$ cat src/rtl/multicycle_sequencer_if.sv
// Bundle between the multi-cycle sequencer and its surroundings:
// the instruction register, the shared memory port and the datapath mux/strobe controls.
`timescale 1ns/1ps

interface multicycle_sequencer_if #(
    parameter int unsigned WORD             = 32,
    parameter int unsigned REG_SIZE         = 5,
    parameter int unsigned ALU_CONTROL_SIZE = 4
);
    logic [WORD-1:0]             instr;
    logic                        mem_ready;
    logic                        mem_req;
    logic                        mem_we;
    logic                        mem_addr_sel;
    logic                        ir_write;
    logic                        pc_write;
    logic                        reg_write;
    logic [REG_SIZE-1:0]         rs1;
    logic [REG_SIZE-1:0]         rs2;
    logic [REG_SIZE-1:0]         rd;
    logic [ALU_CONTROL_SIZE-1:0] alu_control;
    logic                        alu_src_imm;
    logic [1:0]                  imm_sel;
    logic [1:0]                  wb_sel;
    logic                        instr_done;
    logic                        halted;
    logic                        illegal;

    // Sequencer side: drives the memory request and every datapath control
    modport master (
        input  instr, mem_ready,
        output mem_req, mem_we, mem_addr_sel, ir_write, pc_write, reg_write,
               rs1, rs2, rd, alu_control, alu_src_imm, imm_sel, wb_sel,
               instr_done, halted, illegal
    );

    // Environment side: instruction register and memory port
    modport slave (
        output instr, mem_ready,
        input  mem_req, mem_we, mem_addr_sel, ir_write, pc_write, reg_write,
               rs1, rs2, rd, alu_control, alu_src_imm, imm_sel, wb_sel,
               instr_done, halted, illegal
    );
endinterface

$ cat src/rtl/multicycle_sequencer.sv
// Multi-cycle control FSM for the RV32I-subset core (LOAD, STORE, ADDI, ADD, LUI, ECALL).
// Sequences FETCH -> DECODE -> EXEC -> [MEM] -> WB over one shared memory port, halts on
// ECALL and traps on illegal encodings or a memory request that is not answered in time.
// Level outputs are registered from the next state; ir_write, pc_write and instr_done are
// registered enables gated by mem_ready so a transfer completes in the cycle it is acknowledged.
`timescale 1ns/1ps

module multicycle_sequencer #(
    parameter int unsigned TIMEOUT          = 16,
    parameter int unsigned WORD             = 32,
    parameter int unsigned REG_SIZE         = 5,
    parameter int unsigned ALU_CONTROL_SIZE = 4,
    parameter logic [ALU_CONTROL_SIZE-1:0] ALU_ADD = {ALU_CONTROL_SIZE{1'b0}}
) (
    input logic                    clk,
    input logic                    rst_n,
    multicycle_sequencer_if.master bus
);

    // A zero TIMEOUT disables the watchdog; keep the counter at least one bit wide
    localparam int unsigned  CNT_W      = (TIMEOUT == 0) ? 1 : $clog2(TIMEOUT + 1);
    localparam int unsigned  LIMIT_I    = (TIMEOUT == 0) ? 0 : TIMEOUT - 1;
    localparam logic [CNT_W-1:0] CNT_LIMIT = LIMIT_I[CNT_W-1:0];
    localparam logic         TIMEOUT_EN = (TIMEOUT != 0);

    localparam logic [1:0] IMM_I = 2'b00;
    localparam logic [1:0] IMM_S = 2'b01;
    localparam logic [1:0] IMM_U = 2'b10;
    localparam logic [1:0] WB_ALU = 2'b00;
    localparam logic [1:0] WB_MEM = 2'b01;
    localparam logic [1:0] WB_UIM = 2'b10;

    typedef enum logic [2:0] {
        ST_IDLE   = 3'd0,
        ST_FETCH  = 3'd1,
        ST_DECODE = 3'd2,
        ST_EXEC   = 3'd3,
        ST_MEM    = 3'd4,
        ST_WB     = 3'd5,
        ST_HALT   = 3'd6,
        ST_TRAP   = 3'd7
    } state_e;

    typedef enum logic [2:0] {
        CLS_ILLEGAL = 3'd0,
        CLS_LOAD    = 3'd1,
        CLS_STORE   = 3'd2,
        CLS_ADDI    = 3'd3,
        CLS_ADD     = 3'd4,
        CLS_LUI     = 3'd5,
        CLS_ECALL   = 3'd6
    } cls_e;

    // Registered control bundle; the *_en fields are gated by mem_ready at the outputs
    typedef struct packed {
        logic       mem_req;
        logic       mem_we;
        logic       mem_addr_sel;
        logic       reg_write;
        logic       alu_src_imm;
        logic [1:0] imm_sel;
        logic [1:0] wb_sel;
        logic       halted;
        logic       illegal;
        logic       ir_en;
        logic       store_done_en;
        logic       wb_done;
    } outs_t;

    // Classify the instruction register contents
    function automatic cls_e decode_class(input logic [31:0] ins);
        cls_e c;
        c = CLS_ILLEGAL;
        case (ins[6:0])
            7'b0000011: c = CLS_LOAD;
            7'b0100011: c = CLS_STORE;
            7'b0010011: begin
                if (ins[14:12] == 3'b000) c = CLS_ADDI;
                else                      c = CLS_ILLEGAL;
            end
            7'b0110011: begin
                if ((ins[14:12] == 3'b000) && (ins[31:25] == 7'b0000000)) c = CLS_ADD;
                else                                                        c = CLS_ILLEGAL;
            end
            7'b0110111: c = CLS_LUI;
            7'b1110011: begin
                if (ins[31:7] == 25'd0) c = CLS_ECALL;
                else                    c = CLS_ILLEGAL;
            end
            default:    c = CLS_ILLEGAL;
        endcase
        return c;
    endfunction

    // Immediate format selected for a class
    function automatic logic [1:0] imm_for(input cls_e cls);
        logic [1:0] s;
        case (cls)
            CLS_STORE: s = IMM_S;
            CLS_LUI:   s = IMM_U;
            default:   s = IMM_I;
        endcase
        return s;
    endfunction

    // Writeback source selected for a class
    function automatic logic [1:0] wb_for(input cls_e cls);
        logic [1:0] s;
        case (cls)
            CLS_LOAD: s = WB_MEM;
            CLS_LUI:  s = WB_UIM;
            default:  s = WB_ALU;
        endcase
        return s;
    endfunction

    // Moore decode of the controls for a given state and instruction class
    function automatic outs_t moore_outs(input state_e st, input cls_e cls);
        outs_t o;
        logic  imm_op;
        o      = '0;
        imm_op = (cls == CLS_LOAD) || (cls == CLS_STORE) || (cls == CLS_ADDI);
        case (st)
            ST_FETCH: begin
                o.mem_req = 1'b1;
                o.ir_en   = 1'b1;
            end
            ST_EXEC: begin
                o.alu_src_imm = imm_op;
                o.imm_sel     = imm_for(cls);
            end
            ST_MEM: begin
                // Immediate controls held so the ALU address stays stable
                o.mem_req       = 1'b1;
                o.mem_addr_sel  = 1'b1;
                o.mem_we        = (cls == CLS_STORE);
                o.alu_src_imm   = imm_op;
                o.imm_sel       = imm_for(cls);
                o.store_done_en = (cls == CLS_STORE);
            end
            ST_WB: begin
                // rd == x0 still writes; the register file discards it
                o.reg_write   = 1'b1;
                o.wb_done     = 1'b1;
                o.alu_src_imm = imm_op;
                o.imm_sel     = imm_for(cls);
                o.wb_sel      = wb_for(cls);
            end
            ST_HALT:  o.halted  = 1'b1;
            ST_TRAP:  o.illegal = 1'b1;
            default:  o = '0;
        endcase
        return o;
    endfunction

    state_e           r_state;
    cls_e             r_class;
    logic [CNT_W-1:0] r_cnt;
    logic             r_run;
    outs_t            r_outs;

    state_e           w_state_nxt;
    cls_e             w_class;
    cls_e             w_class_nxt;
    logic [CNT_W-1:0] w_cnt_nxt;
    logic             w_timeout;
    logic             w_in_xfer;
    logic [31:0]      w_instr;

    assign w_instr = bus.instr[31:0];
    assign w_class = decode_class(w_instr);

    // Request is outstanding in FETCH and MEM only; mem_ready is ignored elsewhere
    assign w_in_xfer = (r_state == ST_FETCH) || (r_state == ST_MEM);
    // Watchdog fires on the last allowed wait cycle unless memory answers in that same cycle
    assign w_timeout = TIMEOUT_EN && w_in_xfer && (r_cnt == CNT_LIMIT) && !bus.mem_ready;

    // Next-state selection
    always_comb begin
        w_state_nxt = r_state;
        case (r_state)
            ST_IDLE: begin
                // r_run delays leaving IDLE until one full cycle after reset release
                if (r_run) w_state_nxt = ST_FETCH;
                else       w_state_nxt = ST_IDLE;
            end
            ST_FETCH: begin
                if (bus.mem_ready)  w_state_nxt = ST_DECODE;
                else if (w_timeout) w_state_nxt = ST_TRAP;
                else                w_state_nxt = ST_FETCH;
            end
            ST_DECODE: begin
                case (w_class)
                    CLS_ECALL:   w_state_nxt = ST_HALT;
                    CLS_ILLEGAL: w_state_nxt = ST_TRAP;
                    default:     w_state_nxt = ST_EXEC;
                endcase
            end
            ST_EXEC: begin
                case (r_class)
                    CLS_LOAD, CLS_STORE:         w_state_nxt = ST_MEM;
                    CLS_ADDI, CLS_ADD, CLS_LUI:  w_state_nxt = ST_WB;
                    default:                     w_state_nxt = ST_TRAP;
                endcase
            end
            ST_MEM: begin
                if (bus.mem_ready) begin
                    if (r_class == CLS_STORE) w_state_nxt = ST_FETCH;
                    else                      w_state_nxt = ST_WB;
                end else if (w_timeout) begin
                    w_state_nxt = ST_TRAP;
                end else begin
                    w_state_nxt = ST_MEM;
                end
            end
            ST_WB:   w_state_nxt = ST_FETCH;
            ST_HALT: w_state_nxt = ST_HALT;
            ST_TRAP: w_state_nxt = ST_TRAP;
            default: w_state_nxt = ST_TRAP;
        endcase
    end

    // Class is captured when leaving DECODE and held through WB
    always_comb begin
        if (r_state == ST_DECODE) w_class_nxt = w_class;
        else                      w_class_nxt = r_class;
    end

    // Wait counter: cleared on entry to a request state, counts unanswered request cycles
    always_comb begin
        w_cnt_nxt = r_cnt;
        if ((w_state_nxt != r_state) &&
            ((w_state_nxt == ST_FETCH) || (w_state_nxt == ST_MEM))) begin
            w_cnt_nxt = {CNT_W{1'b0}};
        end else if (w_in_xfer && !bus.mem_ready) begin
            w_cnt_nxt = r_cnt + 1'b1;
        end else begin
            w_cnt_nxt = r_cnt;
        end
    end

    // Sequencer state, class, wait counter and registered control outputs
    always_ff @(posedge clk or negedge rst_n) begin
        if (!rst_n) begin
            r_state <= ST_IDLE;
            r_class <= CLS_ILLEGAL;
            r_cnt   <= {CNT_W{1'b0}};
            r_run   <= 1'b0;
            r_outs  <= '0;
        end else begin
            r_state <= w_state_nxt;
            r_class <= w_class_nxt;
            r_cnt   <= w_cnt_nxt;
            r_run   <= 1'b1;
            r_outs  <= moore_outs(w_state_nxt, w_class_nxt);
        end
    end

    assign bus.mem_req      = r_outs.mem_req;
    assign bus.mem_we       = r_outs.mem_we;
    assign bus.mem_addr_sel = r_outs.mem_addr_sel;
    assign bus.reg_write    = r_outs.reg_write;
    assign bus.alu_src_imm  = r_outs.alu_src_imm;
    assign bus.imm_sel      = r_outs.imm_sel;
    assign bus.wb_sel       = r_outs.wb_sel;
    assign bus.halted       = r_outs.halted;
    assign bus.illegal      = r_outs.illegal;
    assign bus.ir_write     = r_outs.ir_en & bus.mem_ready;
    assign bus.pc_write     = r_outs.wb_done | (r_outs.store_done_en & bus.mem_ready);
    assign bus.instr_done   = r_outs.wb_done | (r_outs.store_done_en & bus.mem_ready);
    assign bus.alu_control  = ALU_ADD;
    assign bus.rs1          = w_instr[19:15];
    assign bus.rs2          = w_instr[24:20];
    assign bus.rd           = w_instr[11:7];

endmodule

$ cat src/flat_wrapper.sv
// flat-port wrapper written by rule: the top's interface ports become plain ports
module multicycle_sequencer_flat 
#(
    parameter int unsigned TIMEOUT          = 16,
    parameter int unsigned WORD             = 32,
    parameter int unsigned REG_SIZE         = 5,
    parameter int unsigned ALU_CONTROL_SIZE = 4,
    parameter logic [ALU_CONTROL_SIZE-1:0] ALU_ADD = {ALU_CONTROL_SIZE{1'b0}}
)
  (clk, rst_n, bus_instr, bus_mem_ready, bus_mem_req, bus_mem_we, bus_mem_addr_sel, bus_ir_write, bus_pc_write, bus_reg_write, bus_rs1, bus_rs2, bus_rd, bus_alu_control, bus_alu_src_imm, bus_imm_sel, bus_wb_sel, bus_instr_done, bus_halted, bus_illegal);
  multicycle_sequencer_if #(.WORD(WORD), .REG_SIZE(REG_SIZE), .ALU_CONTROL_SIZE(ALU_CONTROL_SIZE)) bus_i ();
  input logic clk;
  input logic rst_n;
  input wire logic [$bits(bus_i.instr)-1:0] bus_instr;
  input wire logic [$bits(bus_i.mem_ready)-1:0] bus_mem_ready;
  output wire logic [$bits(bus_i.mem_req)-1:0] bus_mem_req;
  output wire logic [$bits(bus_i.mem_we)-1:0] bus_mem_we;
  output wire logic [$bits(bus_i.mem_addr_sel)-1:0] bus_mem_addr_sel;
  output wire logic [$bits(bus_i.ir_write)-1:0] bus_ir_write;
  output wire logic [$bits(bus_i.pc_write)-1:0] bus_pc_write;
  output wire logic [$bits(bus_i.reg_write)-1:0] bus_reg_write;
  output wire logic [$bits(bus_i.rs1)-1:0] bus_rs1;
  output wire logic [$bits(bus_i.rs2)-1:0] bus_rs2;
  output wire logic [$bits(bus_i.rd)-1:0] bus_rd;
  output wire logic [$bits(bus_i.alu_control)-1:0] bus_alu_control;
  output wire logic [$bits(bus_i.alu_src_imm)-1:0] bus_alu_src_imm;
  output wire logic [$bits(bus_i.imm_sel)-1:0] bus_imm_sel;
  output wire logic [$bits(bus_i.wb_sel)-1:0] bus_wb_sel;
  output wire logic [$bits(bus_i.instr_done)-1:0] bus_instr_done;
  output wire logic [$bits(bus_i.halted)-1:0] bus_halted;
  output wire logic [$bits(bus_i.illegal)-1:0] bus_illegal;
  assign bus_i.instr = bus_instr;
  assign bus_i.mem_ready = bus_mem_ready;
  assign bus_mem_req = bus_i.mem_req;
  assign bus_mem_we = bus_i.mem_we;
  assign bus_mem_addr_sel = bus_i.mem_addr_sel;
  assign bus_ir_write = bus_i.ir_write;
  assign bus_pc_write = bus_i.pc_write;
  assign bus_reg_write = bus_i.reg_write;
  assign bus_rs1 = bus_i.rs1;
  assign bus_rs2 = bus_i.rs2;
  assign bus_rd = bus_i.rd;
  assign bus_alu_control = bus_i.alu_control;
  assign bus_alu_src_imm = bus_i.alu_src_imm;
  assign bus_imm_sel = bus_i.imm_sel;
  assign bus_wb_sel = bus_i.wb_sel;
  assign bus_instr_done = bus_i.instr_done;
  assign bus_halted = bus_i.halted;
  assign bus_illegal = bus_i.illegal;
  multicycle_sequencer #(.TIMEOUT(TIMEOUT), .WORD(WORD), .REG_SIZE(REG_SIZE), .ALU_CONTROL_SIZE(ALU_CONTROL_SIZE), .ALU_ADD(ALU_ADD)) u_core (.clk(clk), .rst_n(rst_n), .bus(bus_i));
endmodule
$ cat config.mk
export PLATFORM = sky130hd
export DESIGN_NAME = multicycle_sequencer_flat
export DESIGN_NICKNAME = d
export VERILOG_FILES = /design/src/rtl/multicycle_sequencer_if.sv /design/src/rtl/multicycle_sequencer.sv /design/src/flat_wrapper.sv
export SDC_FILE = /design/constraint.sdc
export NUM_CORES = 1
export LEC_CHECK = 0
export CORE_MARGIN = 4
export CORE_UTILIZATION = 48
export CTS_BUF_LIST = sky130_fd_sc_hd__clkbuf_4
export DETAILED_ROUTE_END_ITERATION = 16
export GPL_ROUTABILITY_DRIVEN = 0
export PLACE_DENSITY = 0.88
export SETUP_SLACK_MARGIN = 0.05
export SLEW_MARGIN = 20
export SYNTH_ARGS = -nofsm -noshare
export SYNTH_HDL_FRONTEND = slang
export SYNTH_SLANG_ARGS = --single-unit
$ cat constraint.sdc
create_clock -name clk -period 6.1 [get_ports clk]
set_input_delay 1.22 -clock clk [delete_from_list [all_inputs] [get_ports clk]]
set_output_delay 1.22 -clock clk [all_outputs]
set_load 0.01 [all_outputs]
==> impl_metrics.ini <==
[cells_and_area]
drive_gt1_share_pct = 13.1
area_delta_synth_final_pct = 31.3
final_cell_mix = 62 x clkdlybuf4s50_1, 24 x dfrtp_1, 11 x nor2_1
num_antenna_cells = 0
layout.nets = 244
num-fill-cells = 285
mostFrequentLayoutCell = clkdlybuf4s50_1
postLayoutCellArea_um2 = 2200

[clock_network]
cts_tree = yes
clkSinkCount = 24
cts_root_buf = clkbuf_4
postCtsSetupBuffers = 0
htreeDepth = 1
insertion_delay_ps = 310
clk_pin_slew_ps = 120
clock_path_buffers = 2
hold_buffers = 0
cts-buffers-inserted = 3
cts_resized = 0

[place]
io_buffers = 63
dp_hpwl_mm = 2.96
placed_cell_area_um2 = 2150
pre_cts_ws_ps = 2230

[detailed_routing]
drc = 0
drt_iter0_markers = 30
firstDrtPassIters = 4
vias = 1286
viasPerCell = 5.10
ant_nets = 0
wirelength_mm = 3.58
wl_per_cell_um = 14.2

[floorplanning]
fp.dieArea_um2 = 4500
die_w_um = 67.1
ios = 68
row_count = 21
fp.dieH_um = 67.1
core_um2 = 3360
start_util_pct = 49.9

[sta]
final.setup.tns_ps = 0
finalWorstPathRequiredPeriod_ps = 3840
hold_viol = 0
rsz0062_at_grt = false
report.final.slew_viol_count = 0
relSlewSlack_pct = 66.1
worst_pin_slew_ps = 508
min_period_over_period_pct = 63.0
fin_ws_ps = 2260
fmax_mhz = 260
finClkSkew_ps = 8.49
setup_viol = 0

[worst_hold_path]
hold_path_class = flop to flop
min_path_cells = 2

[yosys]
ys_ff_latch = 24
synthArstFlopShare_pct = 100
synth_edf_count = 0
synthTopCellsByArea = dfrtp_1 36%, buf_4 11%, a21oi_1 3.0%
synth_top_area_cell = dfrtp_1
ys.warnings.count = 0
synth_cells = 164
synth_ff_type = dfrtp_1
netlist_area_um2 = 1680
ys_types = 56
avgSynthCellArea_um2 = 10.2
synth_top_cell_area_share_pct = 35.8
yosysSeqAreaShare_pct = 35.8

[global_route]
grt_pass1_vias = 1327
grt_remaining_overflow = 0
antenna_found_initial = 0
grt_max_degree = 25
grt_pass1_wl_mm = 5.95
grt_util_all_layers_pct = 17.2

[setup_path]
arrival_ps = 2620
reg2reg_depth = 9
path_cells = clkdlybuf4s50_1, a21o_1, clkdlybuf4s50_1
crit_path_top_delay_cell = clkdlybuf4s50_1
cp-start-kind = input pin
worst-path-buf-inv = 2
critPathCaptureType = primary output
required_ps = 4880
crit_fanout = 10
critPathKind = input pin to primary output
ff2ff_setup_slack_ps = 3690
cp_common_cell = clkdlybuf4s50_1
path_depth = 3
cp_top_family = buffers and inverters
critPathMaxStageDelay_ps = 680

[power_and_ir_drop]
power_w = 0.000841
irDropWorstVdd_uv = 256
leakagePower_nw = 0.917
power.density_nw_per_um2 = 382

[run]
drv_cap = 0

[status]
run_status = finished, final reports clean
==> worst min-delay path, cell delays in order, from the launching register on <==
cell and delay, ps:
dfrtp_1 360, o21ai_0 90, a21oi_1 110
==> cells in the mapped netlist (all sizes together) (4+ instances only) <==
master,number
nor2b,4
buf,27
dfrtp,24
nor3b,5
inv,4
nor2,12
o21ai,8
nand3,4
xor2,4
nor3,8
nand2,7
nor4,4
a21oi,10
and2,5
==> power breakdown <==
part | switching [W] | internal, W
Clock | 0.0000450 | 0.0000665
Sequential | 0.0000626 | 0.000213
Combinational | 0.000236 | 0.000217
==> kinds of logic (layout without fill, tap and decap cells) <==
family	after synthesis	after routing	synth area share [%]
and+or+nand+nor	62	62	27.8
AOI/OAI and AO/OA	33	33	14.9
buffers and inverters	32	71	14.1
DFF	24	24	35.8
xor gates and xnor gates	6	6	3.58
muxes	3	3	1.79
adders and majority gates	2	2	1.49
other	2	5	0.448
==> registers in the layout, summed over array words and instances, names as in the netlist <==
signal / cells
u_core.bus.wb_sel: 2
u_core.r_class: 3
u_core.r_outs: 2
u_core.bus.halted: 1
u_core.r_run: 1
u_core.bus.imm_sel: 2
u_core.bus.mem_req: 1
u_core.bus.alu_src_imm: 1
u_core.r_state: 3
u_core.r_cnt: 5
u_core.bus.mem_we: 1
u_core.bus.mem_addr_sel: 1
u_core.bus.illegal: 1
==> per-layer routing <==
metal | up-vias | global-route usage [%] | part of all wire, %
li1 | 640 | - | -
met3 | 4 | 4.38 | 3.5
met5 | - | 0 | 0
met1 | 612 | 20.4 | 40
met2 | 30 | 31.3 | 56
met4 | 0 | 2.78 | 0.75
==> through the flow <==
stage / util, % / hold WS (ps) / cells
2_1_floorplan: - / 525 / 167
3_3_place_gp: 64.1 / 550 / 248
3_5_place_dp: 64.1 / 576 / 248
4_1_cts: 65.6 / 601 / 252
5_1_grt: 65.5 / 626 / 252
6_report: 65.5 / 597 / 252
==> cell type report <==
cell class | instances | area (um2) | area share [%]
multi-input combinational | 111 | 851 | 38.6
sequential | 24 | 601 | 27.3
clock inverter | 1 | 30.0 | 1.36
inverter | 4 | 15.0 | 0.682
timing repair buffer | 63 | 626 | 28.4
tap | 46 | 57.6 | 2.61
clock buffer | 3 | 22.5 | 1.02
==> worst paths after layout <==
kind / from / end
min in group asynchronous: rst_n / u_core.r_state[0]
worst max register to register: u_core.r_cnt[0] / u_core.r_cnt[3]
worst max-delay path: bus_mem_ready / bus_pc_write
worst min-delay path: u_core.r_cnt[4] / u_core.r_cnt[4]
max in group asynchronous: rst_n / u_core.r_run
worst min register to register: u_core.r_cnt[4] / u_core.r_cnt[4]
Note: power is estimated with default switching activity, not from simulation.
